--- src/rtl/cx_arb_pkg.sv ---
`default_nettype none
// ============================================================================
// Module      : cx_arb_pkg
// Description : Shared definitions for the CX request arbiter: FSM state
//               encodings, CX field widths and the default timeout status.
// Revision    : 1.0 - initial release
// ============================================================================
package cx_arb_pkg;

    // CX field widths
    localparam int c_ID_W     = 2;
    localparam int c_DATA_W   = 32;
    localparam int c_STATUS_W = 4;

    // Status reported upstream when the switch fails to answer in time
    localparam logic [c_STATUS_W-1:0] c_TO_STATUS_DEFAULT = 4'hF;

    // Arbiter FSM state encodings
    typedef logic [2:0] arb_state_t;
    localparam arb_state_t c_ST_IDLE      = 3'd0;
    localparam arb_state_t c_ST_ISSUE     = 3'd1;
    localparam arb_state_t c_ST_WAIT_RESP = 3'd2;
    localparam arb_state_t c_ST_TO_RESP   = 3'd3;
    localparam arb_state_t c_ST_DRAIN     = 3'd4;

endpackage : cx_arb_pkg
`default_nettype wire

--- src/rtl/cx_req_arbiter_if.sv ---
`default_nettype none
// ============================================================================
// Module      : cx_req_arbiter_if
// Description : Bundle of the upstream (requester-side, packed per requester)
//               and downstream (switch-side cx_*) handshake signals.
//               master : the arbiter's view
//               slave  : the environment's view (requesters + switch)
// Revision    : 1.0 - initial release
// ============================================================================
interface cx_req_arbiter_if
    import cx_arb_pkg::*;
#(
    parameter int N_REQ = 2
);
    // Upstream request side
    logic [N_REQ-1:0]          up_req_valid;
    logic [N_REQ-1:0]          up_req_ready;
    logic [c_ID_W*N_REQ-1:0]   up_cxu_id;
    logic [c_ID_W*N_REQ-1:0]   up_state_id;
    logic [c_DATA_W*N_REQ-1:0] up_data0;
    logic [c_DATA_W*N_REQ-1:0] up_data1;
    // Upstream response side
    logic [N_REQ-1:0]          up_resp_valid;
    logic [N_REQ-1:0]          up_resp_ready;
    logic [c_DATA_W-1:0]       up_resp_data;
    logic [c_STATUS_W-1:0]     up_resp_status;
    // Downstream (switch) request side
    logic                      dn_req_valid;
    logic                      dn_req_ready;
    logic [c_ID_W-1:0]         dn_cxu_id;
    logic [c_ID_W-1:0]         dn_state_id;
    logic [c_DATA_W-1:0]       dn_data0;
    logic [c_DATA_W-1:0]       dn_data1;
    // Downstream (switch) response side
    logic                      dn_resp_valid;
    logic                      dn_resp_ready;
    logic [c_DATA_W-1:0]       dn_resp_data;
    logic [c_STATUS_W-1:0]     dn_resp_status;

    modport master (
        input  up_req_valid, up_cxu_id, up_state_id, up_data0, up_data1,
        input  up_resp_ready,
        output up_req_ready, up_resp_valid, up_resp_data, up_resp_status,
        output dn_req_valid, dn_cxu_id, dn_state_id, dn_data0, dn_data1,
        output dn_resp_ready,
        input  dn_req_ready, dn_resp_valid, dn_resp_data, dn_resp_status
    );

    modport slave (
        output up_req_valid, up_cxu_id, up_state_id, up_data0, up_data1,
        output up_resp_ready,
        input  up_req_ready, up_resp_valid, up_resp_data, up_resp_status,
        input  dn_req_valid, dn_cxu_id, dn_state_id, dn_data0, dn_data1,
        input  dn_resp_ready,
        output dn_req_ready, dn_resp_valid, dn_resp_data, dn_resp_status
    );

endinterface : cx_req_arbiter_if
`default_nettype wire

--- src/rtl/cx_req_arbiter_rr_pick.sv ---
`default_nettype none
// ============================================================================
// Module      : rr_pick
// Description : Combinational round-robin priority picker. Selects the first
//               set bit of i_valid searching upward from i_ptr with wrap.
//   i_valid : request vector        i_ptr  : highest-priority index
//   o_grant : one-hot winner        o_idx  : winner index
//   o_any   : a winner exists
// Revision    : 1.0 - initial release
// ============================================================================
module rr_pick #(
    parameter int N_REQ = 2,
    parameter int IDX_W = (N_REQ > 1) ? $clog2(N_REQ) : 1
) (
    input  wire logic [N_REQ-1:0] i_valid,
    input  wire logic [IDX_W-1:0] i_ptr,
    output logic      [N_REQ-1:0] o_grant,
    output logic      [IDX_W-1:0] o_idx,
    output logic                  o_any
);

    int w_pos;

    always_comb begin
        o_grant = '0;
        o_idx   = '0;
        o_any   = 1'b0;
        w_pos   = 0;
        for (int k = 0; k < N_REQ; k++) begin
            w_pos = int'(i_ptr) + k;
            if (w_pos >= N_REQ) begin
                w_pos = w_pos - N_REQ;
            end
            if (!o_any && i_valid[w_pos]) begin
                o_any          = 1'b1;
                o_grant[w_pos] = 1'b1;
                o_idx          = IDX_W'(w_pos);
            end
        end
    end

endmodule : rr_pick
`default_nettype wire

--- src/rtl/cx_req_arbiter.sv ---
`default_nettype none
// ============================================================================
// Module      : cx_req_arbiter
// Description : Shares the single CX request/response port of the CXU switch
//               among N_REQ requesters. Round-robin grant, one transaction in
//               flight, response routed to the owner, response watchdog that
//               reports TO_STATUS and then drains the late response.
//   clk   : clock
//   rst_n : asynchronous active-low reset
//   bus   : cx_req_arbiter_if.master (up_* requester side, dn_* switch side)
// Revision    : 1.0 - initial release
// ============================================================================
module cx_req_arbiter
    import cx_arb_pkg::*;
#(
    parameter int                    N_REQ     = 2,
    parameter int                    TIMEOUT   = 256,
    parameter logic [c_STATUS_W-1:0] TO_STATUS = c_TO_STATUS_DEFAULT
) (
    input  wire logic         clk,
    input  wire logic         rst_n,
    cx_req_arbiter_if.master  bus
);

    localparam int c_IDX_W = $clog2(N_REQ);
    localparam int c_TMR_W = (TIMEOUT < 2) ? 1 : $clog2(TIMEOUT + 1);
    localparam logic [c_IDX_W-1:0] c_LAST_IDX = c_IDX_W'(N_REQ - 1);
    localparam logic [c_TMR_W-1:0] c_TMR_MAX  = c_TMR_W'(TIMEOUT);
    localparam logic [c_TMR_W-1:0] c_TMR_LAST = c_TMR_W'(TIMEOUT - 1);

    arb_state_t            r_state;
    arb_state_t            w_state_nxt;
    logic [c_IDX_W-1:0]    r_rr_ptr;
    logic [c_IDX_W-1:0]    r_owner;
    logic [c_TMR_W-1:0]    r_timer;
    logic [c_ID_W-1:0]     r_cxu_id;
    logic [c_ID_W-1:0]     r_state_id;
    logic [c_DATA_W-1:0]   r_data0;
    logic [c_DATA_W-1:0]   r_data1;

    logic [N_REQ-1:0]      w_grant;
    logic [c_IDX_W-1:0]    w_idx;
    logic                  w_any;
    logic                  w_owner_rdy;
    logic                  w_dn_hs;
    logic                  w_timeout;
    logic [c_IDX_W-1:0]    w_owner_nxt;

    rr_pick #(
        .N_REQ (N_REQ),
        .IDX_W (c_IDX_W)
    ) u_rr_pick (
        .i_valid (bus.up_req_valid),
        .i_ptr   (r_rr_ptr),
        .o_grant (w_grant),
        .o_idx   (w_idx),
        .o_any   (w_any)
    );

    assign w_owner_rdy = bus.up_resp_ready[r_owner];
    assign w_dn_hs     = (r_state == c_ST_WAIT_RESP) && bus.dn_resp_valid && w_owner_rdy;
    // A response arriving on the last watchdog cycle takes precedence.
    assign w_timeout   = (TIMEOUT != 0) && (r_state == c_ST_WAIT_RESP)
                         && (r_timer == c_TMR_LAST) && !bus.dn_resp_valid;
    assign w_owner_nxt = (r_owner == c_LAST_IDX) ? '0 : r_owner + 1'b1;

    // ------------------------------------------------------------ state reg
    always_ff @(posedge clk or negedge rst_n) begin
        if (!rst_n) begin
            r_state <= c_ST_IDLE;
        end else begin
            r_state <= w_state_nxt;
        end
    end

    // ----------------------------------------------------------- next state
    always_comb begin
        w_state_nxt = r_state;
        case (r_state)
            c_ST_IDLE:      if (w_any)              w_state_nxt = c_ST_ISSUE;
            c_ST_ISSUE:     if (bus.dn_req_ready)   w_state_nxt = c_ST_WAIT_RESP;
            c_ST_WAIT_RESP: begin
                if (w_dn_hs)                        w_state_nxt = c_ST_IDLE;
                else if (w_timeout)                 w_state_nxt = c_ST_TO_RESP;
            end
            c_ST_TO_RESP:   if (w_owner_rdy)        w_state_nxt = c_ST_DRAIN;
            c_ST_DRAIN:     if (bus.dn_resp_valid)  w_state_nxt = c_ST_IDLE;
            default:                                w_state_nxt = c_ST_IDLE;
        endcase
    end

    // ------------------------------------------------------------- datapath
    always_ff @(posedge clk or negedge rst_n) begin
        if (!rst_n) begin
            r_rr_ptr   <= '0;
            r_owner    <= '0;
            r_timer    <= '0;
            r_cxu_id   <= '0;
            r_state_id <= '0;
            r_data0    <= '0;
            r_data1    <= '0;
        end else begin
            if ((r_state == c_ST_IDLE) && w_any) begin
                r_owner    <= w_idx;
                r_cxu_id   <= bus.up_cxu_id[c_ID_W*int'(w_idx) +: c_ID_W];
                r_state_id <= bus.up_state_id[c_ID_W*int'(w_idx) +: c_ID_W];
                r_data0    <= bus.up_data0[c_DATA_W*int'(w_idx) +: c_DATA_W];
                r_data1    <= bus.up_data1[c_DATA_W*int'(w_idx) +: c_DATA_W];
            end
            // Pointer moves past the owner once the owner has its answer
            // (real or timeout), so every holder is reached within N_REQ turns.
            if (w_dn_hs || ((r_state == c_ST_TO_RESP) && w_owner_rdy)) begin
                r_rr_ptr <= w_owner_nxt;
            end
            if ((r_state == c_ST_ISSUE) && bus.dn_req_ready) begin
                r_timer <= '0;
            end else if ((r_state == c_ST_WAIT_RESP) && !w_dn_hs && (r_timer != c_TMR_MAX)) begin
                r_timer <= r_timer + 1'b1;
            end
        end
    end

    // -------------------------------------------------------------- outputs
    always_comb begin
        bus.up_req_ready   = '0;
        bus.up_resp_valid  = '0;
        bus.up_resp_data   = '0;
        bus.up_resp_status = '0;
        bus.dn_req_valid   = 1'b0;
        bus.dn_resp_ready  = 1'b0;
        bus.dn_cxu_id      = r_cxu_id;
        bus.dn_state_id    = r_state_id;
        bus.dn_data0       = r_data0;
        bus.dn_data1       = r_data1;
        case (r_state)
            c_ST_IDLE: begin
                // Gated by rst_n so no grant is visible while reset is held.
                if (rst_n) begin
                    bus.up_req_ready = w_grant;
                end
            end
            c_ST_ISSUE: begin
                bus.dn_req_valid = 1'b1;
            end
            c_ST_WAIT_RESP: begin
                bus.up_resp_valid[r_owner] = bus.dn_resp_valid;
                bus.up_resp_data           = bus.dn_resp_data;
                bus.up_resp_status         = bus.dn_resp_status;
                bus.dn_resp_ready          = w_owner_rdy;
            end
            c_ST_TO_RESP: begin
                bus.up_resp_valid[r_owner] = 1'b1;
                bus.up_resp_status         = TO_STATUS;
            end
            c_ST_DRAIN: begin
                bus.dn_resp_ready = 1'b1;
            end
            default: begin
            end
        endcase
    end

endmodule : cx_req_arbiter
`default_nettype wire

--- src/flat_wrapper.sv ---
// flat-port wrapper written by rule: the top's interface ports become plain ports
module cx_req_arbiter_flat import cx_arb_pkg::*;
#(
    parameter int                    N_REQ     = 2,
    parameter int                    TIMEOUT   = 256,
    parameter logic [c_STATUS_W-1:0] TO_STATUS = c_TO_STATUS_DEFAULT
)
  (clk, rst_n, bus_up_req_valid, bus_up_cxu_id, bus_up_state_id, bus_up_data0, bus_up_data1, bus_up_resp_ready, bus_up_req_ready, bus_up_resp_valid, bus_up_resp_data, bus_up_resp_status, bus_dn_req_valid, bus_dn_cxu_id, bus_dn_state_id, bus_dn_data0, bus_dn_data1, bus_dn_resp_ready, bus_dn_req_ready, bus_dn_resp_valid, bus_dn_resp_data, bus_dn_resp_status);
  cx_req_arbiter_if #(.N_REQ(N_REQ)) bus_i ();
  input  wire logic clk;
  input  wire logic rst_n;
  input wire logic [$bits(bus_i.up_req_valid)-1:0] bus_up_req_valid;
  input wire logic [$bits(bus_i.up_cxu_id)-1:0] bus_up_cxu_id;
  input wire logic [$bits(bus_i.up_state_id)-1:0] bus_up_state_id;
  input wire logic [$bits(bus_i.up_data0)-1:0] bus_up_data0;
  input wire logic [$bits(bus_i.up_data1)-1:0] bus_up_data1;
  input wire logic [$bits(bus_i.up_resp_ready)-1:0] bus_up_resp_ready;
  output wire logic [$bits(bus_i.up_req_ready)-1:0] bus_up_req_ready;
  output wire logic [$bits(bus_i.up_resp_valid)-1:0] bus_up_resp_valid;
  output wire logic [$bits(bus_i.up_resp_data)-1:0] bus_up_resp_data;
  output wire logic [$bits(bus_i.up_resp_status)-1:0] bus_up_resp_status;
  output wire logic [$bits(bus_i.dn_req_valid)-1:0] bus_dn_req_valid;
  output wire logic [$bits(bus_i.dn_cxu_id)-1:0] bus_dn_cxu_id;
  output wire logic [$bits(bus_i.dn_state_id)-1:0] bus_dn_state_id;
  output wire logic [$bits(bus_i.dn_data0)-1:0] bus_dn_data0;
  output wire logic [$bits(bus_i.dn_data1)-1:0] bus_dn_data1;
  output wire logic [$bits(bus_i.dn_resp_ready)-1:0] bus_dn_resp_ready;
  input wire logic [$bits(bus_i.dn_req_ready)-1:0] bus_dn_req_ready;
  input wire logic [$bits(bus_i.dn_resp_valid)-1:0] bus_dn_resp_valid;
  input wire logic [$bits(bus_i.dn_resp_data)-1:0] bus_dn_resp_data;
  input wire logic [$bits(bus_i.dn_resp_status)-1:0] bus_dn_resp_status;
  assign bus_i.up_req_valid = bus_up_req_valid;
  assign bus_i.up_cxu_id = bus_up_cxu_id;
  assign bus_i.up_state_id = bus_up_state_id;
  assign bus_i.up_data0 = bus_up_data0;
  assign bus_i.up_data1 = bus_up_data1;
  assign bus_i.up_resp_ready = bus_up_resp_ready;
  assign bus_up_req_ready = bus_i.up_req_ready;
  assign bus_up_resp_valid = bus_i.up_resp_valid;
  assign bus_up_resp_data = bus_i.up_resp_data;
  assign bus_up_resp_status = bus_i.up_resp_status;
  assign bus_dn_req_valid = bus_i.dn_req_valid;
  assign bus_dn_cxu_id = bus_i.dn_cxu_id;
  assign bus_dn_state_id = bus_i.dn_state_id;
  assign bus_dn_data0 = bus_i.dn_data0;
  assign bus_dn_data1 = bus_i.dn_data1;
  assign bus_dn_resp_ready = bus_i.dn_resp_ready;
  assign bus_i.dn_req_ready = bus_dn_req_ready;
  assign bus_i.dn_resp_valid = bus_dn_resp_valid;
  assign bus_i.dn_resp_data = bus_dn_resp_data;
  assign bus_i.dn_resp_status = bus_dn_resp_status;
  cx_req_arbiter #(.N_REQ(N_REQ), .TIMEOUT(TIMEOUT), .TO_STATUS(TO_STATUS)) u_core (.clk(clk), .rst_n(rst_n), .bus(bus_i));
endmodule
--- config.mk ---
export PLATFORM = sky130hd
export DESIGN_NAME = cx_req_arbiter_flat
export DESIGN_NICKNAME = d
export VERILOG_FILES = /design/src/rtl/cx_arb_pkg.sv /design/src/rtl/cx_req_arbiter_if.sv /design/src/rtl/cx_req_arbiter_rr_pick.sv /design/src/rtl/cx_req_arbiter.sv /design/src/flat_wrapper.sv
export SDC_FILE = /design/constraint.sdc
export NUM_CORES = 1
export LEC_CHECK = 0
export ABC_AREA = 1
export CAP_MARGIN = 15
export CORE_MARGIN = 3
export CORE_UTILIZATION = 37
export CTS_BUF_LIST = sky130_fd_sc_hd__clkbuf_16
export DETAILED_ROUTE_END_ITERATION = 12
export PLACE_DENSITY = 0.89
export SLEW_MARGIN = 10
export SYNTH_ARGS = -nofsm -noshare
export SYNTH_HDL_FRONTEND = slang
export SYNTH_HIERARCHICAL = 1
export SYNTH_SLANG_ARGS = --single-unit
--- constraint.sdc ---
create_clock -name clk -period 2.15 [get_ports clk]
set_input_delay 0.43 -clock clk [delete_from_list [all_inputs] [get_ports clk]]
set_output_delay 0.43 -clock clk [all_outputs]
set_load 0.005 [all_outputs]
[Word level (Yosys, flattened, before mapping)]
Index checks and enable logic that the tools add are counted.
Word-level totals
  bits of input ports: 180
  memories kept: 0
  bits in read-only memories: 0
  flip-flop bits (word level): 82
  latch bits: 0
  output and inout port bits: 110
  bits in writable memories: 0
Operators by class
  bitwise operators: 2
  multiplexer cells: 39
  add/sub/neg operators: 5
  equal/unequal tests: 11
  reductions and logical operators: 20
  order comparisons: 8
  multiply operators: 0
  div/mod/pow operators: 0
  shift-type cells: 4
Operator list (number)
  $shiftx 64x7->32: 2
  $mux 32: 3
  $ge 32x1->1 const B: 2
  $lt 32x3->1 const B: 2
  $mux 3: 6
  $mux 9: 2
  $mux 1: 17
  $pmux 3 s5: 1
  $logic_and 1x1->1: 13
  $add 9x1->9 const B: 1
  $eq 9x8->1 const B: 1
  $ne 9x9->1 const B: 1
  $mux 2: 4
  $pmux 4 s2: 1
  $shiftx 4x3->2: 2
  $eq 3x2->1 const B: 2
  $reduce_and 5->1: 1
  $ne 2x1->1 const B: 2
  $ne 2x2->1 const B: 2
  $pmux 2 s2: 1
  $demux 1 s1: 3
  $eq 3x1->1 const B: 1
  $eq 3x3->1 const B: 1
  $logic_not 1->1: 3
  other kinds (15): 15

[Logic depth before layout (Yosys ltp)]
  depth after elaboration: 11
  depth in mapped cells: 11

[Cells and area by module]
The synthesis kept the hierarchy.
Modules (own cells, without submodules)
  cx_req_arbiter: times used 1, area each 4518.1 µm², cells each 592
  rr_pick: times used 1, area each 55.1 µm², cells each 14

[Worst setup path after synthesis]
Ideal clock, no wire load.
  path kind: register to register
  start point: reg u_core.r_timer[0]
  end point: reg u_core.r_state[0]
  buffers on the path: 0
  library setup time: 118 ps
  path slack: 639 ps
  stages on the path, launching flop included: 11
  data arrival time: 1392 ps
  cell sequence: dfrtp_1 -> ha_1 -> nand3_1 -> nor2_1 -> and3_1 -> ha_1 -> nand2_1 -> nand3_1 -> nand3_1 -> nand2_1 -> nand2_1
On the way
  cells in the longest elaborated chain, start to end: 5
Ends and longest elaborated chain
  start: declaration: line cx_req_arbiter.sv:35  | logic [c_TMR_W-1:0] r_timer;
  start signal: assignment: line cx_req_arbiter.sv:118  | r_timer <= r_timer + 1'b1;
  $eq 9x8->1: line cx_req_arbiter.sv:64  | && (r_timer == c_TMR_LAST) && !bus.dn_resp_valid;
  $logic_and 1x1->1 (2 in series): line cx_req_arbiter.sv:64
  $ne 3x1->1 (no source line)
  $reduce_and 5->1 (no source line)
  end signal: assignment: line cx_req_arbiter.sv:70  | r_state <= c_ST_IDLE;
  end signal: assignment: line cx_req_arbiter.sv:72  | r_state <= w_state_nxt;
  end: declaration: line cx_req_arbiter.sv:31  | arb_state_t r_state;
No other way between the ends.
A chain may end at the register's enable or synchronous reset.

[Final worst setup path]
  start point: reg u_core.r_state[2]
  end point: out bus_up_resp_data[9]
On the way
  cells in the longest elaborated chain, start to end: 2
Ends and longest elaborated chain
  $eq 3x2->1: line cx_req_arbiter.sv:135  | case (r_state)
  $mux 32: line cx_req_arbiter.sv:135
  end: declaration: line flat_wrapper.sv:20  | output wire logic [$bits(bus_i.up_resp_data)-1:0] bus_up_resp_data;
No other way between the ends.

==> results_dict.tcl <==
set metrics [dict create \
    synthesis.instances 606 \
    syn2layout_area_growth_pct 74.75 \
    detailedRoute.firstPassIterationCount 4 \
    synth-adder-area-share_pct 0.8208 \
    synth_compound_area_share_pct 12.91 \
    synth.distinct_cells 25 \
    seq_area_mm2 0.002052 \
    totalPowerFinal_mw 9.583 \
    synth_mux_area_share_pct 0 \
    vias 5087 \
    cp.arrival_ns 1.66 \
    crit_path_top_delay_cell "sky130_fd_sc_hd__dfrtp_1" \
    crit_fanout 16 \
    ioPinCount 290 \
    grt_first_pass_wirelength_um 23790 \
    dieHeight_um 117.2 \
    worstSkewPairLatency_ns 0.33 \
    core_area_mm2 0.01176 \
    htreeDepth 3 \
    clkTransAtPathRegs_ns 0.06 \
    drt-wirelength-per-cell_um 15.18 \
    clkSinkCount 82 \
    drv_slew 0 \
    post-route-period-util_pct 97.32 \
    drt_first_iter_violations 271 \
    gp_routability_congestion 0.8509 \
    fin_skew_ns 0.008293 \
    nNetsFinal 1082 \
    critical_path.startpoint_type "flop" \
    setup.worst_path.end_class "output pin" \
    cp_cell_sequence "nor2_4, nand2_4, bufbuf_16, nor2_1, dlygate4sd2_1" \
    antenna_diodes 0 \
    multiInputGateArea_mm2 0.002076 \
    outcome "finished, final reports clean" \
    finalHoldWorstSlack_ns 0.4550 \
    portBuffers 289 \
    antenna_found_initial 0 \
    timing.fmax_mhz 477.9 \
    required_ns 1.72 \
    avgSynthCellArea_um2 7.546 \
    cts_made_buffers 9 \
    max-cap-violations 0 \
    die_w_um 117.2 \
    leakage_nw 3.852 \
    final_critical_path_setup_slack_ns 0.05763 \
    setup-violations-final 0 \
    grt_start_max_net_pins 59 \
    fillCellCount 930 \
    dieArea_mm2 0.01373 \
    vdd_drop_max_mv 0.6576 \
    sequential_fraction_of_the_synthesis_area_pct 44.87 \
    start_util_pct 38.89 \
    globalRoute.totalOverflow 0 \
    fin_util_pct 67.95 \
    route.antenna.remaining_nets 0 \
    finalCriticalPeriod_ns 2.092 \
    synth_top_area_share_pct 44.87 \
    timing.rr.start "u_core/r_timer[0]$_DFFE_PN0P_" \
    drive_gt1_share_pct 9.181 \
    synth.yosys.warnings 6 \
    r2r_slack_ns 0.41 \
    synthXorXnorAreaFrac_pct 0.7661 \
    cts.path.max_buffers 2 \
    grt_pass1_vias 4821 \
    postSynthNetCount 789 \
    drcViolationCount 0 \
    synthSimpleGateAreaFrac_pct 30.15 \
    netlist.top_cell.by_area "sky130_fd_sc_hd__dfrtp_1" \
    track_usage_pct 22.30 \
    ys_ff_latch 82 \
    slew-limit-headroom_pct 50.63 \
    ys_top_cells_by_area "sky130_fd_sc_hd__dfrtp_1 (45%), sky130_fd_sc_hd__nor2_1 (16%), sky130_fd_sc_hd__o31ai_1 (9.8%)" \
    power-per-cell-area_mw_per_mm2 1199 \
    finalHoldViolCount 0 \
    synth_top_family_by_area "simple AND/OR/NAND/NOR gates" \
    worstRegToRegCells 10 \
    worstMarginPinSlew_ns 0.7406 \
    regToRegEndpoint "u_core/r_state[0]$_DFFE_PN0P_" \
    routed_wirelength_um 16220 \
    tritoncts "yes" \
    clockRootBuffer "sky130_fd_sc_hd__clkbuf_16" \
    holdCritPathClass "primary input to asynchronous set/reset pin" \
    crit_path_max_incr_delay_ns 0.44 \
    post-dp-hpwl_um 12470 \
    path_class "flop to output pin" \
    via_per_inst 4.763 \
    placed_cell_area_mm2 0.007701 \
    synthesized_area_mm2 0.004573 \
    finish.instance_area_mm2 0.007991 \
    post-place-ws_ns -0.1360 \
    row_count 39 \
]
==> power breakdown <==
part           switching, mW  internal [mW]
Combinational           2.53           2.91
Sequential             0.449           2.29
Clock                  0.621          0.778
Total                   3.60           5.98
==> critical path: cells and delay by family, from the launching register on <==
kind	cells	cell delay, ns
buffers and inverters	2	0.54
flip-flops	1	0.44
AND/OR/NAND/NOR	3	0.35
==> cell type report <==
class / instances / area share, %
Timing Repair Buffer: 319 / 39.60
Sequential cell: 82 / 25.68
Inverter: 59 / 2.803
Clock inverter: 7 / 0.5636
Multi-Input combinational cell: 428 / 25.97
Tap cell: 164 / 2.568
Clock buffer: 9 / 2.818
==> state kept, by name (all words and copies together) (netlist names) <==
register                count
u_core/bus.dn_data0        32
u_core/bus.dn_data1        32
u_core/r_timer              9
u_core/r_state              3
u_core/bus.dn_cxu_id        2
u_core/bus.dn_state_id      2
u_core/r_owner              1
u_core/r_rr_ptr             1
==> cells in the mapped netlist <==
cell and n:
sky130_fd_sc_hd__nand3_1 25, sky130_fd_sc_hd__nor2_2 3, sky130_fd_sc_hd__buf_6 12, sky130_fd_sc_hd__nand2_4 1
sky130_fd_sc_hd__xor2_1 3, sky130_fd_sc_hd__nor2_4 2, sky130_fd_sc_hd__o31ai_1 60, sky130_fd_sc_hd__ha_1 3
sky130_fd_sc_hd__nand4_1 5, sky130_fd_sc_hd__o31ai_2 8, sky130_fd_sc_hd__or2_2 1, sky130_fd_sc_hd__inv_4 1
sky130_fd_sc_hd__dfrtp_1 82, sky130_fd_sc_hd__buf_2 12, sky130_fd_sc_hd__nand2_1 111, sky130_fd_sc_hd__inv_2 2
sky130_fd_sc_hd__o21ai_1 2, sky130_fd_sc_hd__inv_1 56, sky130_fd_sc_hd__buf_4 3, sky130_fd_sc_hd__and3_1 1
sky130_fd_sc_hd__clkbuf_1 10, sky130_fd_sc_hd__o21ai_0 6, sky130_fd_sc_hd__xnor2_1 1, sky130_fd_sc_hd__nand2_2 2
sky130_fd_sc_hd__nor2_1 194
==> routing by layer <==
| metal | wire [um] | up-vias | share of wire (%) | GRT usage (%) |
|---|---|---|---|---|
| met5 | 0 | - | 0 | 0 |
| met4 | 677 | 0 | 4.2 | 10.02 |
| met2 | 8229 | 273 | 51 | 40.54 |
| met1 | 5818 | 2261 | 36 | 23.80 |
| met3 | 1489 | 38 | 9.2 | 6.427 |
| li1 | - | 2515 | - | - |
==> worst max-delay path by stage <==
| stage | cells past startpoint | from | to |
|---|---|---|---|
| final | 5 | u_core/r_state[2]$_DFFE_PN0P_ | bus_up_resp_data[9] |
| after CTS | 4 | bus_dn_resp_valid | bus_up_resp_valid[0] |
| after floorplan | 10 | u_core/r_timer[0]$_DFFE_PN0P_ | u_core/r_state[0]$_DFFE_PN0P_ |
| after detailed placement | 6 | bus_up_resp_ready[0] | bus_dn_resp_ready |
| after global routing | 5 | u_core/r_state[2]$_DFFE_PN0P_ | bus_up_resp_data[8] |
| after global placement | 6 | bus_up_resp_ready[1] | bus_dn_resp_ready |
==> logic make-up (layout without fill, tap and decap cells) <==
family,count (synthesis),count (layout)
adders and majority gates,3,3
buffers and inverters,96,394
AOI/OAI and AO/OA,76,76
xor gates and xnor gates,4,4
DFF,82,82
and+or+nand+nor,345,345
==> timing repair <==
item | in CTS | in global routing
endpoints found under the hold margin | 5 | 0
hold buffers | 1 | 0
buffers inserted | 3 | 1
cloned | 1 | 0
endpoints found under the setup margin | 37 | 21
pin swaps | 3 | 2
resized for setup | 38 | 30
==> stage by stage <==
step	instances	setup TNS, ns
3_5_place_dp	1046	-0.3686
3_3_place_gp	1046	-0.03839
5_1_grt	1068	-0.0008509
2_1_floorplan	606	0
4_1_cts	1067	0
6_report	1068	0
==> placed cells by master, fill, tap and decap left out, types with 3 or more instances in the layout <==
cell type	netlist	routed
sky130_fd_sc_hd__clkdlybuf4s50_1	0	252
sky130_fd_sc_hd__inv_1	56	55
sky130_fd_sc_hd__inv_2	2	3
sky130_fd_sc_hd__nand3_1	25	24
sky130_fd_sc_hd__nor2_1	194	191
sky130_fd_sc_hd__nand2_1	111	110
sky130_fd_sc_hd__o31ai_1	60	60
sky130_fd_sc_hd__buf_12	0	8
sky130_fd_sc_hd__ha_1	3	3
sky130_fd_sc_hd__o31ai_2	8	8
sky130_fd_sc_hd__nand4_1	5	5
sky130_fd_sc_hd__clkinvlp_4	0	3
sky130_fd_sc_hd__clkbuf_16	0	9
sky130_fd_sc_hd__xor2_1	3	3
sky130_fd_sc_hd__o21ai_0	6	5
sky130_fd_sc_hd__clkbuf_2	0	11
sky130_fd_sc_hd__dfrtp_1	82	82
sky130_fd_sc_hd__dlygate4sd2_1	0	24
sky130_fd_sc_hd__nor2_4	2	4
sky130_fd_sc_hd__buf_4	3	20
sky130_fd_sc_hd__nor2_2	3	4
(Power assumes the default switching activity.)
==> patch 1 (same flow settings) <==
`TIMEOUT` is set to 256 in 2 places; all go to 128.
--- a/src/rtl/cx_req_arbiter.sv
+++ b/src/rtl/cx_req_arbiter.sv
@@ -14,7 +14,7 @@
     import cx_arb_pkg::*;
 #(
     parameter int                    N_REQ     = 2,
-    parameter int                    TIMEOUT   = 256,
+    parameter int                    TIMEOUT   = 128,
     parameter logic [c_STATUS_W-1:0] TO_STATUS = c_TO_STATUS_DEFAULT
 ) (
     input  wire logic         clk,
--- a/src/flat_wrapper.sv
+++ b/src/flat_wrapper.sv
@@ -2,7 +2,7 @@
 module cx_req_arbiter_flat import cx_arb_pkg::*;
 #(
     parameter int                    N_REQ     = 2,
-    parameter int                    TIMEOUT   = 256,
+    parameter int                    TIMEOUT   = 128,
     parameter logic [c_STATUS_W-1:0] TO_STATUS = c_TO_STATUS_DEFAULT
 )
   (clk, rst_n, bus_up_req_valid, bus_up_cxu_id, bus_up_state_id, bus_up_data0, bus_up_data1, bus_up_resp_ready, bus_up_req_ready, bus_up_resp_valid, bus_up_resp_data, bus_up_resp_status, bus_dn_req_valid, bus_dn_cxu_id, bus_dn_state_id, bus_dn_data0, bus_dn_data1, bus_dn_resp_ready, bus_dn_req_ready, bus_dn_resp_valid, bus_dn_resp_data, bus_dn_resp_status);
Check against the original RTL: no difference found for any inputs over 4 cycles, from zero or initial values and one cycle with rst_n low; that may be too few to reach the edited logic, so the function may still have changed.
==> patch 1 against the unedited design <==
Register-to-register slack worse by 80 ps. Area after synthesis up 2.6%. Wire length up 1.8%. Critical path type unchanged. Cell area up 2.6%. Highest routed layer unchanged. Setup slack better by 13 ps. Sequential cell count down 1. Cell count down 0.66%. Total power up 6.7%.
==> patch 1: results (changes against the unedited design) <==
.. list-table::
   :header-rows: 1

   * - Metric
     - Value
   * - Largest net degree at the start of global routing
     - 70 (was 59)
   * - Share of the synthesized netlist area taken by xor and xnor gates
     - 0.00560 (was 0.00766)
   * - Met1 usage
     - 0.241 (was 0.238)
   * - Crit Path Max Fanout
     - 3 (was 16)
   * - Fraction of layout instances using a drive strength above 1
     - 0.143 (was 0.0918)
   * - Number of optimization iterations in the first detailed-route pass
     - 7 (was 4)
   * - Ranking of synthesized cells by instance count
     - nor2_1 (192), nand2_1 (117), dfrtp_1 (81) (was nor2_1 (194), nand2_1 (111), dfrtp_1 (82))
   * - Final HPWL DP
     - 12800 um (was 12500 um)
   * - Violation count after the first detailed-route iteration
     - 209 (was 271)
   * - Measured slew at the worst slew-check pin
     - 541 ps (was 741 ps)
   * - Synthesized net count
     - 779 (was 789)
   * - Post-cts repair resize count
     - 52 (was 38)
   * - DRT Wirelength
     - 16500 um (was 16200 um)
   * - Met2 demand-to-capacity share in global routing
     - 0.410 (was 0.405)
   * - Wire length of the first global-routing pass
     - 26000 um (was 23800 um)
   * - Overall track demand over capacity in global routing
     - 0.231 (was 0.223)
   * - Cell with the biggest individual delay on the critical path
     - clkdlybuf4s50_1 (was dfrtp_1)
   * - Highest cell delay on the worst timing path
     - 520 ps (was 440 ps)
   * - Max rail drop VDD
     - 0.000663 V (was 0.000658 V)
   * - Final #Nets
     - 1071 (was 1082)
   * - Cells taking the most area after synthesis
     - dfrtp_1 (43%), nor2_1 (15%), o31ai_2 (13%) (was dfrtp_1 (45%), nor2_1 (16%), o31ai_1 (9.8%))
   * - Ratio of routed vias to standard cells
     - 4.84 (was 4.76)
   * - Fraction of the mapped netlist area in adder cells
     - 0.00533 (was 0.00821)
   * - Seq/Total Area, Yosys
     - 0.432 (was 0.449)
   * - Clock skew after layout
     - 6.67 ps (was 8.29 ps)
   * - Routed wire length on met3
     - 1630 um (was 1490 um)
   * - Routed met1 length
     - 5910 um (was 5820 um)
   * - RePlAce Congestion
     - 0.858 (was 0.851)
   * - Vias in the first global route
     - 5266 (was 4821)
   * - Setup slack of the most critical reg-to-reg path
     - 330 ps (was 410 ps)
   * - Outcome
     - completed (unchanged)
   * - Complex-gate fraction of the synthesized area
     - 0.172 (was 0.129)
   * - Area after detailed placement
     - 0.00783 sq mm (was 0.00770 sq mm)
   * - Number of different library cells in the post-synthesis netlist
     - 29 (was 25)
   * - Met3 Resource Use GR
     - 0.0818 (was 0.0643)
   * - Number of setup buffers added after CTS
     - 3 (unchanged)
-- patch 1: changes by cell type after synthesis, moves of 4 or more --
cell,change
buf_6,-5
nand2_1,+6
nand3_1,-4
o21ai_0,-4
o31ai_1,-42
o31ai_2,+42
-- patch 1: path summary, 6_finish.rpt --
kind | from | end | depth (start not counted)
max in group asynchronous | rst_n | u_core/r_state[0] | 3
hold / removal | rst_n | u_core/bus.dn_data1[16] | 2
min in group clk | u_core/bus.dn_data1[11] | u_core/bus.dn_data1[11] | 2
setup / recovery | u_core/r_state[2] | bus_dn_req_valid | 5
setup reg to reg | u_core/r_rr_ptr | u_core/bus.dn_data1[21] | 8
hold reg to reg | u_core/bus.dn_data1[11] | u_core/bus.dn_data1[11] | 2
-- patch 1: cells by family (layout without fill, tap and decap cells) --
kind of cell    after synthesis  in the layout
simple gates                346            346
buf+inv                      91            387
flops                        81             81
compound gates               74             74
xor+xnor                      3              3
fa+ha+maj                     2              2
-- patch 1: layout make-up --
class                   instances  area [sq um]
clock buffers                   9           225
clock inverters                 6           108
fillers                       959          4010
inverters                      56           210
multi-input cells             425          2300
flip-flops and latches         81          2030
well taps                     168           210
repair buffers                316          3120
-- patch 1: per-stage QoR --
step           cells  power, W  setup slack (ps)   util
2_1_floorplan    597   0.00555               600      -
3_3_place_gp    1041   0.00830             -82.6  0.641
3_5_place_dp    1041   0.00848              -137  0.641
4_1_cts         1060    0.0103              16.4  0.672
5_1_grt         1061    0.0109             -14.7  0.672
6_report        1061    0.0102              70.9  0.672
-- patch 1: where the power goes --
part           internal (W)  switching [W]  total (W)
sequential          0.00227       0.000432    0.00270
clock               0.00113       0.000608    0.00173
combinational       0.00302        0.00277    0.00579
==> patch 2 (same flow settings) <==
Without the edit above. Compare `r_timer` against `c_TMR_LAST` with >= in place of ==.
--- a/src/rtl/cx_req_arbiter.sv
+++ b/src/rtl/cx_req_arbiter.sv
@@ -61,7 +61,7 @@
     assign w_dn_hs     = (r_state == c_ST_WAIT_RESP) && bus.dn_resp_valid && w_owner_rdy;
     // A response arriving on the last watchdog cycle takes precedence.
     assign w_timeout   = (TIMEOUT != 0) && (r_state == c_ST_WAIT_RESP)
-                         && (r_timer == c_TMR_LAST) && !bus.dn_resp_valid;
+                         && (r_timer >= c_TMR_LAST) && !bus.dn_resp_valid;
     assign w_owner_nxt = (r_owner == c_LAST_IDX) ? '0 : r_owner + 1'b1;
 
     // ------------------------------------------------------------ state reg
Behaviour: no difference found for any inputs over 4 cycles, from zero or initial values and one cycle with rst_n low; that may be too few to reach the edited logic, so the function may still have changed.
==> patch 2 against the unedited design <==
Via count is 0.47% higher. Area after synthesis is 1.3% lower. Count of clock-buffer cells in the layout stayed put. Total power is 0.59% lower. Cell area is 0.31% lower. Core utilization is 0.35 points higher. Setup slack worse by 26 ps. Wire length is 1.8% higher. Critical path depth is 1 higher. Sequential cell count stayed put. Global-route usage is 1.1 points higher. Die area is 1.2% lower. Critical path type unchanged. Critical endpoint is now bus_up_resp_valid[0]. Largest cell class unchanged. Highest routed layer unchanged.
==> patch 2: results (changes against the unedited design) <==
.. list-table::
   :header-rows: 1

   * - Metric
     - Value
   * - Outcome
     - completed (unchanged)
   * - Vias in the first global route
     - 4897 (was 4821)
   * - Post-CTS clock slew at the launch and capture registers of the worst setup and hold paths
     - 60 ps (about the same)
   * - Hold Worst Slack
     - 158 ps (was 455 ps)
   * - Reg2Reg Launch Point
     - u_core/r_timer[1] (was u_core/r_timer[0])
   * - Placement-stage worst setup slack
     - -269 ps (was -136 ps)
   * - Worst reg2reg endpoint
     - u_core/r_state[1] (was u_core/r_state[0])
   * - Met2 Routed Length
     - 8390 um (was 8230 um)
   * - Number of different library cells in the post-synthesis netlist
     - 23 (was 25)
   * - Critical path capture point
     - bus_up_resp_valid[0] (was bus_up_resp_data[9])
   * - Met2 demand-to-capacity share in global routing
     - 0.423 (was 0.405)
   * - Full die area
     - 0.0136 sq mm (was 0.0137 sq mm)
   * - Clock skew after layout
     - 7.62 ps (was 8.29 ps)
   * - Ranking of synthesized cells by instance count
     - nor2_1 (184), nand2_1 (134), dfrtp_1 (82) (was nor2_1 (194), nand2_1 (111), dfrtp_1 (82))
   * - Met1 usage
     - 0.248 (was 0.238)
   * - Largest net degree at the start of global routing
     - 47 (was 59)
   * - Crit Path Max Fanout
     - 4 (was 16)
   * - Mapped Cells
     - 607 (was 606)
   * - Overall track demand over capacity in global routing
     - 0.234 (was 0.223)
   * - Met3 Resource Use GR
     - 0.0788 (was 0.0643)
   * - Power density of the placed cells
     - 1200 mW/mm^2 (about the same)
   * - RePlAce Congestion
     - 0.846 (was 0.851)
   * - Final HPWL DP
     - 12500 um (about the same)
   * - Final #Nets
     - 1081 (was 1082)
   * - Fraction of layout instances using a drive strength above 1
     - 0.0676 (was 0.0918)
   * - Worst r2r path cells
     - 12 (was 10)
   * - DRT Wirelength
     - 16500 um (was 16200 um)
   * - Seq/Total Area, Yosys
     - 0.455 (was 0.449)
   * - Cell leakage power
     - 3.90 nW (was 3.85 nW)
   * - Setup slack of the most critical reg-to-reg path
     - 250 ps (was 410 ps)
   * - Cells taking the most area after synthesis
     - dfrtp_1 (45%), nor2_1 (15%), o31ai_1 (11%) (was dfrtp_1 (45%), nor2_1 (16%), o31ai_1 (9.8%))
   * - Data arrival time at the worst-slack endpoint
     - 1690 ps (was 1660 ps)
   * - Synthesized net count
     - 790 (was 789)
   * - Cell internal pwr
     - 0.00601 W (was 0.00598 W)
   * - Wire length of the first global-routing pass
     - 24400 um (was 23800 um)
   * - Measured slew at the worst slew-check pin
     - 599 ps (was 741 ps)
   * - Violation count after the first detailed-route iteration
     - 316 (was 271)
   * - Ratio of routed vias to standard cells
     - 4.89 (was 4.76)
   * - Final clock period utilization by the worst path
     - 0.985 (was 0.973)
-- patch 2: changes by cell type in the layout (fill, tap and decap cells not counted), moves of 10 or more --
cell / change
nand3_1: -10
dlygate4sd2_1: +10
nor2_1: -10
clkbuf_2: -11
nand2_1: +23
-- patch 2: critical path, stage by stage (launching register included) --
cell and delay [ps]:
dfrtp_1 430, inv_4 120, nand3_1 100, nand2_2 90, nand2_1 70, inv_1 60, clkdlybuf4s50_1 490
-- patch 2: per-stage QoR --
step / area (sq um) / util
2_1_floorplan: 4510 / -
3_3_place_gp: 7600 / 0.652
3_5_place_dp: 7600 / 0.652
4_1_cts: 7920 / 0.679
5_1_grt: 7970 / 0.683
6_report: 7970 / 0.683
-- patch 2: cell type report --
| cell class | count | area, sq um | share of cell area |
|---|---|---|---|
| clock inverters | 7 | 92.6 | 0.0116 |
| multi-input cells | 429 | 2030 | 0.255 |
| inverters | 63 | 244 | 0.0306 |
| clock buffers | 9 | 225 | 0.0283 |
| well taps | 143 | 179 | 0.0225 |
| repair buffers | 313 | 3140 | 0.394 |
| flip-flops and latches | 82 | 2050 | 0.258 |
-- patch 2: cells by family (layout without fill, tap and decap cells) --
| logic type | count (synthesis) | after routing | synth area share |
|---|---|---|---|
| adder cells (fa/ha/maj) | 3 | 3 | 0.00832 |
| AO/OA/AOI/OAI | 75 | 75 | 0.121 |
| flip-flops | 82 | 82 | 0.455 |
| buffers and inverters | 96 | 392 | 0.104 |
| AND/OR/NAND/NOR | 348 | 348 | 0.306 |
| XOR/XNOR | 3 | 3 | 0.00582 |
-- patch 2: timing repair --
item	CTS	global route
hold buffers	0	0
pin swaps	1	1
setup buffers	2	2
setup endpoints to repair	41	6
resized for setup	49	12
